==> src/rtl/input_cond_pkg.sv <==
// Shared definitions for the input conditioner: counter sizing and the
// legal synchroniser depth range.
package input_cond_pkg;

  // Legal range for the synchroniser chain depth.
  typedef enum int {
    SYNC_MIN = 2,
    SYNC_MAX = 4
  } sync_bounds_e;

  // Bits needed to hold a debounce count of 0..d.
  function automatic int cnt_width(input int d);
    return $clog2(d + 1);
  endfunction

endpackage

==> src/rtl/input_conditioner_chan.sv <==
// One conditioned input channel: synchroniser chain, consecutive-sample
// debouncer, registered clean level and optional one-cycle edge pulses.
// Edge pulse flops exist only when INPUT_COND_EDGE_EN is defined; otherwise
// rise/fall are tied to 0.
module input_conditioner_chan
  import input_cond_pkg::*;
#(
  parameter int SYNC_STAGES     = 2,
  parameter int DEBOUNCE_CYCLES = 16
) (
  input  logic clk,
  input  logic rst,
  input  logic cfg_bypass,
  input  logic raw,
  output logic clean,
  output logic rise,
  output logic fall
);

  localparam int CW = cnt_width(DEBOUNCE_CYCLES);

  logic [SYNC_STAGES-1:0] sync_q;
  logic                   sync_out;
  logic [CW-1:0]          cnt;
  logic [CW:0]            cnt_inc;
  logic [CW:0]            eff_d;
  logic                   differ;
  logic                   accept;

  assign sync_out = sync_q[SYNC_STAGES-1];

  // Plain flop chain on the asynchronous pad input; nothing between stages.
  always_ff @(posedge clk or posedge rst) begin
    // NOTE: state registers use non-blocking assignments so every flop
    // samples pre-edge values, independent of statement order.
    if (rst) sync_q <= '0;
    else     sync_q <= {sync_q[SYNC_STAGES-2:0], raw};
  end

  // Decide whether the synced sample has now differed long enough.
  always_comb begin
    // NOTE: every output of this block gets a value on every path, so no
    // latch can be inferred.
    eff_d   = cfg_bypass ? (CW+1)'(1) : (CW+1)'(DEBOUNCE_CYCLES);
    cnt_inc = {1'b0, cnt} + (CW+1)'(1);
    differ  = (sync_out != clean);
    // >= rather than == so a count left over when bypass turns on is
    // discarded and the next differing sample is accepted at once.
    accept  = differ && (cnt_inc >= eff_d);
  end

  // Count consecutive differing samples; any agreeing sample restarts it.
  always_ff @(posedge clk or posedge rst) begin
    if (rst) begin
      cnt   <= '0;
      clean <= 1'b0;
    end else if (!differ) begin
      cnt   <= '0;
    end else if (accept) begin
      clean <= sync_out;
      cnt   <= '0;
    end else begin
      cnt   <= cnt_inc[CW-1:0];
    end
  end

`ifdef INPUT_COND_EDGE_EN
  // Pulses register on the same edge the clean level updates.
  always_ff @(posedge clk or posedge rst) begin
    if (rst) begin
      rise <= 1'b0;
      fall <= 1'b0;
    end else begin
      rise <= accept &  sync_out;
      fall <= accept & ~sync_out;
    end
  end
`else
  assign rise = 1'b0;
  assign fall = 1'b0;
`endif

endmodule

==> src/rtl/input_conditioner.sv <==
// Input conditioner for the pad-to-core input bits. Each channel is
// synchronised, debounced and registered independently in the core clock
// domain. Define INPUT_COND_EDGE_EN to build one-cycle rise/fall pulses;
// without it in_rise/in_fall are constant 0 but the ports remain.
module input_conditioner
  import input_cond_pkg::*;
#(
  parameter int NUM_INPUTS      = 10,
  parameter int SYNC_STAGES     = 2,
  parameter int DEBOUNCE_CYCLES = 16
) (
  input  logic                  clk,
  input  logic                  rst,
  input  logic                  cfg_bypass,
  input  logic [NUM_INPUTS-1:0] in_raw,
  output logic [NUM_INPUTS-1:0] in_clean,
  output logic [NUM_INPUTS-1:0] in_rise,
  output logic [NUM_INPUTS-1:0] in_fall
);

  // Reject illegal configurations at elaboration.
  if (SYNC_STAGES < int'(SYNC_MIN) || SYNC_STAGES > int'(SYNC_MAX)) begin : g_bad_sync
    $error("input_conditioner: SYNC_STAGES=%0d outside %0d..%0d",
           SYNC_STAGES, int'(SYNC_MIN), int'(SYNC_MAX));
  end
  if (DEBOUNCE_CYCLES < 1) begin : g_bad_debounce
    $error("input_conditioner: DEBOUNCE_CYCLES=%0d must be >= 1", DEBOUNCE_CYCLES);
  end
  if (NUM_INPUTS < 1) begin : g_bad_width
    $error("input_conditioner: NUM_INPUTS=%0d must be >= 1", NUM_INPUTS);
  end

  // One fully independent conditioner per pad input.
  for (genvar i = 0; i < NUM_INPUTS; i++) begin : g_chan
    input_conditioner_chan #(
      .SYNC_STAGES    (SYNC_STAGES),
      .DEBOUNCE_CYCLES(DEBOUNCE_CYCLES)
    ) u_chan (
      .clk       (clk),
      .rst       (rst),
      .cfg_bypass(cfg_bypass),
      .raw       (in_raw[i]),
      .clean     (in_clean[i]),
      .rise      (in_rise[i]),
      .fall      (in_fall[i])
    );
  end

endmodule

==> config.mk <==
export PLATFORM = sky130hd
export DESIGN_NAME = input_conditioner
export DESIGN_NICKNAME = d
export VERILOG_FILES = /design/src/rtl/input_cond_pkg.sv /design/src/rtl/input_conditioner_chan.sv /design/src/rtl/input_conditioner.sv
export SDC_FILE = /design/constraint.sdc
export NUM_CORES = 1
export LEC_CHECK = 0
export BUFFER_PORTS_ARGS = -buffer_cell sky130_fd_sc_hd__buf_2
export CAP_MARGIN = 20
export CORE_AREA = 4 4 87 89
export CTS_CLUSTER_DIAMETER = 120
export DETAILED_ROUTE_END_ITERATION = 12
export DIE_AREA = 0 0 91 93
export PLACE_DENSITY = 0.8
export SETUP_SLACK_MARGIN = 0.02
export SYNTH_ARGS = -nofsm -noshare
export SYNTH_HDL_FRONTEND = slang
export SYNTH_SLANG_ARGS = --single-unit
==> constraint.sdc <==
create_clock -name clk -period 5.65 [get_ports clk]
set_input_delay 1.13 -clock clk [delete_from_list [all_inputs] [get_ports clk]]
set_output_delay 1.13 -clock clk [all_outputs]
set_load 0.1 [all_outputs]
Yosys cells after proc, flatten, opt, wreduce, memory -nomap -nowiden:

Index checks and enable logic that the tools add are counted.

* register bits: 80
* input bits: 13
* output and inout bits: 30
* word-level logic and storage cells: 101

* add/sub/neg operators: 10
* order comparisons: 10
* equality and inequality tests: 10
* multiplexer cells: 21
* reduce and logical (&&, ||, !) cells: 20

Operator list (number)
* $mux 5: 21
* $add 5x1->6 const B: 10
* $ge 6x6->1: 7
* $reduce_and 2->1: 10
* $ge 6x5->1: 3
* $logic_and 1x1->1: 10
* $ne 1x1->1: 10

Depth between registers and ports, before layout:

Gate-level depths: netlist (run 1).

* word-level depth: 5
* mapped depth: 7
* mapped depth without buffers: 7

Cells and area by module:

From an unflattened synthesis (run 1), not the netlist that was laid out.

* cells, all modules: 350
* area total of the unflattened synthesis: 4166.5 um2

By module, submodules not included
* input_conditioner_chan: times used 10, cells an instance 35, area each 416.6 um2, seq. area each 200.2 um2

Least setup slack after synthesis (run 1):

No wires, ideal clock.

* kind: input port to flip-flop
* from: input port cfg_bypass
* to: register g_chan[0].u_chan.clean
* setup time: 0.125 ns
* data arrival time: 2.209 ns
* data required time: 5.525 ns
* slack: 3.316 ns
* cell stages on the path: 4
* buffers on the path: 0
* cell sequence: ha_1 > o41ai_2 > o211ai_2 > mux2_4

* cells in the longest elaborated chain, start to end: 4

Ends and longest elaborated chain
* start: declaration: RTL line input_conditioner.sv:14 `input logic cfg_bypass,`
* $mux 5: RTL line input_conditioner_chan.sv:44 `eff_d = cfg_bypass ? (CW+1)'(1) : (CW+1)'(DEBOUNCE_CYCLES);`
* $ge 6x6->1: RTL line input_conditioner_chan.sv:49 `accept = differ && (cnt_inc >= eff_d);`
* $logic_and 1x1->1: RTL line input_conditioner_chan.sv:49
* $reduce_and 2->1 (no line)
* end signal: assignment: RTL line input_conditioner_chan.sv:60 `clean <= sync_out;`
* end: declaration: RTL line input_conditioner_chan.sv:15 `output logic clean,`

Every way passes these cells.
A chain may end at the register's enable or synchronous reset.

Worst setup path in the final report (run 1):

* from: input port cfg_bypass
* to: register g_chan[7].u_chan.clean

* cells in the longest elaborated chain, start to end: 4

Ends and longest elaborated chain (RTL line)
* $mux 5: input_conditioner_chan.sv:44
* $ge 6x5->1: input_conditioner_chan.sv:49
* $logic_and 1x1->1: input_conditioner_chan.sv:49
* $reduce_and 2->1 (no line)
* end signal: assignment: input_conditioner_chan.sv:60
* end: declaration: input_conditioner_chan.sv:15

Every way passes these cells.

==> out/summary.md, run 1 <==
The run finished with clean final reports. The number of port buffers is 22, and the portion of synthesized cell area occupied by the leading cell type is 48.3%. Wire length on met2: 3200 um. The logs give 0 for the number of antenna violations at the first check in global routing and 48.3% for the sequential fraction of the synthesis area.

The logs give 2.73 ns for the arrival time of data at the critical path endpoint and 8460 um^2 for the die footprint. The worst stage delay on the critical path works out to 0.42 ns. The first global-routing pass estimated 11500 um of wire. For this block, the via count after detailed routing is 2520.

For the number of maximum-capacitance violations, the log shows 0. The analysis attributes to cell leakage a power of 2.12 nW. The Yosys step of the flow raised 0 warnings. The final setup violation count was 0. Fill cells in the final layout number 511. Setup repair after global routing left no endpoint under its margin. In this run switching power makes up 36.1% of total power. After layout, the minimum clock period comes to 2.48 ns. The max-slew violation count came out at 0.

Wire length after detailed routing: 6430 um. Of the cells placed in the final design, the portion with a size suffix greater than 1 is 20.2%. After detailed routing, the average wire length per cell comes to 14.2 um. The mean area per synthesized cell was 12.1 um^2. Using the TritonRoute via totals, the vias-per-cell ratio works out to 5.59. Registers are responsible for 47.5% of the overall power.

The most critical setup path has its startpoint at cfg_bypass. The via count of the first global-routing pass was 2644; the highest fanout seen on the critical path was 20. At the end of the flow, the number of nets in the layout was 409.

The post-cts resize count was 0; the cts-stage hold buffer count was 0. The worst hold slack after final layout was 0.348 ns. Relative slew slack: 35.7%. The internal power of the cells totals 0.000853 W. The logs give 81 for the maximum number of pins on one net before global-route repair and 9 for the total CTS buffers.

The number of antenna diodes was 0. The tools report the cell at the root of the clock tree as sky130_fd_sc_hd__clkbuf_8. For the routed length on met3, the log shows 280 um.

The critical path startpoint category was an input port. The launch instance of the worst register-to-register path was g_chan[2].u_chan.cnt[0]. TritonCTS built the clock tree. The tools report the worst-case vdd ir drop as 0.177 mV.

Combinational logic is responsible for 22.9% of the overall power. Sorting the synthesized cells by area gives the leading types as sky130_fd_sc_hd__dfrtp_1 48%, sky130_fd_sc_hd__ha_1 9.0%, sky130_fd_sc_hd__buf_4 5.4%. The final sum of negative setup slack is 0 ns, and the initial core utilization is 61.4%. The critical path goes through buf_2 -> ha_1 -> o41ai_2 -> o211ai_1 -> mux2_1. The count of mapped cells out of synthesis was 343. Routability-driven placement finished with a final weighted congestion of 0.827. For the worst setup path, the data required time is 5.90 ns. Timing would allow up to 0.403 GHz.

The worst hold path belongs to the class reg2reg. Post-CTS setup-driven buffer insertion count: 0. For the proportion of power drawn by the clock network, the log shows 29.6%. The critical path is of the in2reg type. For the number of H-tree levels, the log shows 3.

In this run the most critical hold path is launched from g_chan[4].u_chan.sync_q[0]. The floorplan has 30 rows. At the end of the flow the core is filled with cells to 65.1%. The synthesized design contains 80 register bits. The core outline area is 6760 um^2, and the die boundary height is 93 um. The largest individual stage delay along the critical path comes from the cell sky130_fd_sc_hd__buf_2. The portion of the clock cycle consumed by the worst path in the final layout is 43.9%, and the layout-stage area growth over the synthesis result is 6.09%. Global routing used 17.0% of the available tracks across all layers. In this run the remaining antenna-violating nets after routing total 0. The top routing layer in use was met4.

The cell type with the largest total area after synthesis is sky130_fd_sc_hd__dfrtp_1. Clock skew on the completed layout was measured at 0.00756 ns. The synthesized netlist contains 25 unique library cells.

For this design the top-level I/O count stands at 43. The worst-case clock buffer depth was 2; the power per cell area was 303 nW/um^2. The final hold violation count is 0. The net switching component of the power is 0.000482 W. Summed over all layers, the global routing overflow is 0. In the routed design, unresolved DRC markers number 0. Clock-pin slew was measured on the worst setup and hold paths at 0.09 ns. The design draws 0.00133 W. From left edge to right edge, the die measures 91 um. At the later pin of the worst-skew pair, clock insertion delay measures 0.36 ns. The first detailed-routing pass took 4 iterations. For this block, the initial DRC count from the detailed router was 96. Placed wire-length estimate: 4690 um. The tools report the sort of element at the end of the critical path as a flop.

For this block, wires on met1 add up to 2850 um. For the pin with the worst max-slew slack, the measured transition is 0.965 ns. For the synthesized cell area, the log shows 4150 um^2.

The run gives 80 as the number of clock sinks.
-- logic make-up after synthesis --
logic type	count (synthesis)	synth area share, %
buffers and inverters	51	7.33
muxes	10	3.26
and+or+nand+nor	91	13.2
DFF	80	48.3
xor gates and xnor gates	40	8.99
AOI/OAI and AO/OA	40	9.80
adders and majority gates	30	9.05
other	1	0.0904
-- power by group through the flow --
stage	combinational [W]	sequential (W)	clock, W
6_report	0.000305	0.000634	0.000395
5_1_grt	0.000330	0.000640	0.000433
4_1_cts	0.000307	0.000635	0.000410
3_5_place_dp	0.000307	0.000646	0
3_3_place_gp	0.000300	0.000644	0
2_1_floorplan	0.000288	0.000639	0
-- registers in the layout (all words and copies together) (netlist names) --
| name | cells |
|---|---|
| g_chan.u_chan.cnt | 50 |
| g_chan.u_chan.clean | 10 |
| g_chan.u_chan.sync_q | 20 |
-- final cells by class --
cell class	instances	area [um^2]	area share, %
flip-flops and latches	80	2000	45.5
clock inverters	7	63.8	1.45
multi-input cells	231	1910	43.5
repair buffers	23	118	2.67
well taps	80	100	2.27
clock buffers	9	124	2.81
inverters	21	80.1	1.82
-- routing by layer --
metal / vias up / track usage (%)
met2: 47 / 29.1
li1: 1233 / -
met4: 0 / 5.65
met1: 1228 / 20.4
met5: - / 0
met3: 12 / 5.55
-- Yosys cell counts --
master / instances
sky130_fd_sc_hd__a21oi_1: 4
sky130_fd_sc_hd__a31oi_1: 13
sky130_fd_sc_hd__a31oi_2: 3
sky130_fd_sc_hd__and3_1: 5
sky130_fd_sc_hd__and3_2: 3
sky130_fd_sc_hd__and3_4: 2
sky130_fd_sc_hd__buf_4: 30
sky130_fd_sc_hd__conb_1: 1
sky130_fd_sc_hd__dfrtp_1: 80
sky130_fd_sc_hd__ha_1: 30
sky130_fd_sc_hd__inv_1: 21
sky130_fd_sc_hd__mux2_1: 2
sky130_fd_sc_hd__mux2_2: 2
sky130_fd_sc_hd__mux2_4: 6
sky130_fd_sc_hd__nand2_1: 10
sky130_fd_sc_hd__nand3_1: 11
sky130_fd_sc_hd__nor3_1: 26
sky130_fd_sc_hd__nor3b_1: 30
sky130_fd_sc_hd__nor4_1: 4
sky130_fd_sc_hd__o211ai_1: 4
sky130_fd_sc_hd__o211ai_2: 6
sky130_fd_sc_hd__o41ai_2: 10
sky130_fd_sc_hd__xnor2_1: 16
sky130_fd_sc_hd__xnor2_2: 3
sky130_fd_sc_hd__xor2_1: 21
-- stage by stage --
stage,std cells,area (um^2),worst slack (ns)
2_1_floorplan,362,4220,2.47
3_3_place_gp,435,4210,2.84
3_5_place_dp,435,4210,2.77
4_1_cts,451,4400,3.17
5_1_grt,451,4400,3.08
6_report,451,4400,3.17
-- critical path, delay by kind of cell --
kind	cells	cell delay [ns]
fa+ha+maj	1	0.35
mux	1	0.33
compound gates	2	0.49
buf+inv	1	0.42
-- cell usage in the layout, fill, tap and decap left out, types with 9 or more instances in the layout --
master,n
sky130_fd_sc_hd__a31oi_1,13
sky130_fd_sc_hd__buf_2,22
sky130_fd_sc_hd__clkbuf_8,9
sky130_fd_sc_hd__conb_1,20
sky130_fd_sc_hd__dfrtp_1,80
sky130_fd_sc_hd__ha_1,30
sky130_fd_sc_hd__inv_1,20
sky130_fd_sc_hd__nand2_1,10
sky130_fd_sc_hd__nand3_1,11
sky130_fd_sc_hd__nor3_1,26
sky130_fd_sc_hd__nor3b_1,30
sky130_fd_sc_hd__o41ai_2,10
sky130_fd_sc_hd__xnor2_1,16
sky130_fd_sc_hd__xor2_1,21
-- path summary, 6_finish.rpt --
kind | depth (start not counted) | endpoint | slack, ns
setup / recovery | 5 | g_chan[7].u_chan.clean | 3.17
hold / removal | 0 | g_chan[4].u_chan.sync_q[1] | 0.35
setup reg to reg | 7 | g_chan[2].u_chan.clean | 3.69
hold reg to reg | 0 | g_chan[4].u_chan.sync_q[1] | 0.35
max in group asynchronous | 3 | g_chan[2].u_chan.clean | 3.98
min in group asynchronous | 3 | g_chan[6].u_chan.clean | 1.05
No activity file was read; power rests on OpenSTA's default activity.
==> run 2: changes to the inputs <==
CORE_AREA = 4 4 89 91   (was 4 4 87 89)
DIE_AREA = 0 0 93 95   (was 0 0 91 93)
PLACE_DENSITY = 0.77   (was 0.8)
clock period = 2.4 ns   (was 5.65 ns; I/O delays follow)
==> run 2 against run 1 <==
Total power rose by 140%. First-iteration DRC count increased by 15%. Final cell count rose by 4.4%. Sequential cell count unchanged. Clock power is 140% higher. Sequential power rose by 140%. Largest power group unchanged. Critical endpoint is now g_chan[9].u_chan.clean. Count of clock-buffer cells in the layout grew 2. Register-to-register slack worse by 3.3 ns. Critical path depth rose by 2. Routed wire length is 2.3% lower. Worst setup slack worse by 2.8 ns.
==> out/summary.md, run 2 (synthesized netlist as in run 1, its figures left out) <==
The run finished with clean final reports. In this run the horizontal extent of the chip is 93 um. The library cell used most frequently in the layout, excluding fill and tap cells, is sky130_fd_sc_hd__dfrtp_1.

Clock-pin slew was measured on the worst setup and hold paths at 0.07 ns. Clock skew on the completed layout was measured at 0.00578 ns. For the worst setup path, the data arrival time is 2.26 ns. The largest single stage delay on the critical path is 0.42 ns. Ratio of routed vias to standard cells: 5.40.

Entering global routing, the biggest net connects 46 pins. For the final setup violation count, the log shows 0. In this run the remaining antenna-violating nets after routing total 0. The post-route netlist has 20.2% of its cells at a drive strength greater than 1. Reg2reg setup slack: 0.37 ns. The tools report the launch instance of the worst register-to-register path as g_chan[9].u_chan.cnt[0].

Cell internal power was estimated by the tool at 0.00212 W. Headroom to the max-slew limit came out at 63.1%. The tools report the final global-route overflow total as 0. The run gives 7140 um^2 as the core outline area.

In this run the cell area measured after placement is 4280 um^2. Net switching is 33.1% of the power. The tools report the cell at the root of the clock tree as sky130_fd_sc_hd__clkbuf_8. For this run, design rule violations remaining after detail routing come to 0. The overall track demand over capacity in global routing came out at 16.2%. The repair_antennas step left the layout with diodes totalling 0. The final layout contains routed wiring with a total length of 6280 um. Cell seen most often among critical-path stages: sky130_fd_sc_hd__ha_1. The run gives 47.2% as the part of the total power dissipated in sequential elements.

The register with the most flip-flops in the layout has 50 of them. In this run the critical register-to-register path is captured at g_chan[9].u_chan.clean. In this run, CTS created clock tree buffers numbering 9. The critical path startpoint category was a flop.

Buffers placed on the I/O ports in this run total 22. The total via count in the routed design is 2545. The detailed-route wire length per cell was 13.3 um. The run gives 0 as the number of antenna violations at the first check in global routing. The worst path uses 84.7% of the clock period. Setup repair after global routing left no endpoint under its margin. TritonCTS built the clock tree. The final sum of negative setup slack was 0 ns. Counting flops per register, the top entry is g_chan.u_chan.cnt. The run gives 0 as the post-CTS setup-driven buffer insertion count. The area growth from synthesis to layout is 7.66%.

The most critical setup path has its endpoint at g_chan[9].u_chan.clean. The tool flagged a number of max-cap violations equal to 0. The leakage power summed over all cells came out at 2.15 nW.

After the last flow step, the layout net total stands at 411. Traced cell by cell, the critical path runs through ha_1 -> nand3_1 -> xnor2_1 -> ha_1 -> inv_1 -> o211ai_1 -> mux2_1. The logs give 0.35 ns for the later-pin clock latency in the skew report and 0.393 mV for the worst-case vdd ir drop. Of all nets on the critical path, the largest fanout is 5.

Top-level I/O count: 43. The critical path starts at g_chan[9].u_chan.cnt[0]. The cts-stage hold buffer count came out at 0.

The floorplan step defined a die boundary enclosing 8840 um^2. The buffering stage count on the worst path with inverters included is 1. The site row count is 31, and the length in cells of the worst reg-to-reg path is 7. The clock network is responsible for 29.8% of the overall power. The run gives 0.492 GHz as the peak clock frequency supported by timing. The cell family contributing the most delay on the critical path is adder cells.

The run gives 2577 as the via count of the first global-routing pass. The largest registers in the layout are g_chan.u_chan.cnt x50, g_chan.u_chan.sync_q x20, g_chan.u_chan.clean x10. Gates resized during post-CTS repair numbered 0. STA classifies the critical path endpoint as a flop.

Combinational power share: 22.9%. The floorplan step set the die height to 95 um. The final hold violation count was 0.

For the worst setup path, the data required time is 2.63 ns. In this run the power spent charging and discharging nets is 0.00105 W. Power per cell area: 708 nW/um^2. The logs give 4660 um for the placed wire-length estimate and 0.814 for the placer congestion estimate.

The final worst setup slack came out at 0.368 ns. The first global-routing pass estimated 11300 um of wire. For this configuration, the core starts out at a cell density of 58.1%. The first detailed-routing pass took 4 iterations. The number of H-tree levels was 3; the critical path depth in cells was 7.

The final critical delay including setup and external delays is 2.03 ns. In the layout the commonest cells are 80 x sky130_fd_sc_hd__dfrtp_1, 30 x sky130_fd_sc_hd__nor3b_1, 30 x sky130_fd_sc_hd__ha_1. The tools report the post-placement worst setup slack as 0.376 ns. The finished cells cover 4470 um^2.

The clock passes through at most 2 buffers. For this block, the initial DRC count from the detailed router was 110. The tightest min-delay check is of the in2async type.

At the pin with the least slew margin, the transition time is 0.552 ns. The tools report the max-slew violation count as 0. The critical path is of the reg2reg type. The slowest stage of the critical path is the sky130_fd_sc_hd__dfrtp_1 cell. The run gives 80 as the number of clock sinks.
==> run 2: cell count changes in the layout (fill, tap and decap cells not counted) <==
cell                         before  now
sky130_fd_sc_hd__clkinv_2         1    3
sky130_fd_sc_hd__buf_12           0    2
sky130_fd_sc_hd__bufinv_16        0    1
sky130_fd_sc_hd__clkbuf_1         0    1
sky130_fd_sc_hd__clkinvlp_4       2    1
sky130_fd_sc_hd__inv_8            2    0
sky130_fd_sc_hd__inv_6            2    0
sky130_fd_sc_hd__clkinv_4         1    0
sky130_fd_sc_hd__clkbuf_8         9   10
==> run 2: worst min-delay path by stage <==
stage / startpoint / endpoint / slack [ns]
global route: in_raw[9] / g_chan[9].u_chan.sync_q[0] / 0.20
finish: rst / g_chan[3].u_chan.sync_q[0] / 0.18
global placement: g_chan[9].u_chan.sync_q[0] / g_chan[9].u_chan.sync_q[1] / 0.33
floorplan: g_chan[0].u_chan.sync_q[0] / g_chan[0].u_chan.sync_q[1] / 0.33
CTS: rst / g_chan[3].u_chan.sync_q[0] / 0.18
detailed placement: g_chan[0].u_chan.sync_q[0] / g_chan[0].u_chan.sync_q[1] / 0.33
==> run 2: layout make-up <==
class                           instances  area, um^2
Multi-Input combinational cell        231        1910
Tap cell                               99         124
Inverter                               21        82.6
Fill cell                             576        2670
Timing Repair Buffer                   25         158
Sequential cell                        80        2000
Clock inverter                          4        45.0
Clock buffer                           11         141
==> run 2: power by group through the flow <==
stage               Clock [W]  Sequential [W]  Combinational, W
global placement            0         0.00152          0.000715
floorplan                   0         0.00150          0.000677
detailed placement          0         0.00152          0.000731
CTS                  0.000978         0.00149          0.000732
global route          0.00103         0.00151          0.000784
finish               0.000943         0.00149          0.000726
==> run 2: per-layer routing <==
| metal | track usage, % | share of wire [%] | vias to the layer above |
|---|---|---|---|
| met2 | 26.9 | 48 | 46 |
| li1 | - | - | 1246 |
| met4 | 6.23 | 1.7 | 0 |
| met5 | 0 | 0 | - |
| met1 | 19.8 | 45 | 1240 |
| met3 | 4.86 | 4.7 | 13 |
==> run 2: stage by stage <==
step	hold slack [ns]	power (W)	utilization [%]	instances
4_1_cts	0.184	0.00320	62.6	471
6_report	0.179	0.00316	62.6	471
3_3_place_gp	0.333	0.00223	60.0	456
2_1_floorplan	0.331	0.00218	-	362
3_5_place_dp	0.335	0.00225	60.0	456
5_1_grt	0.204	0.00332	62.6	471
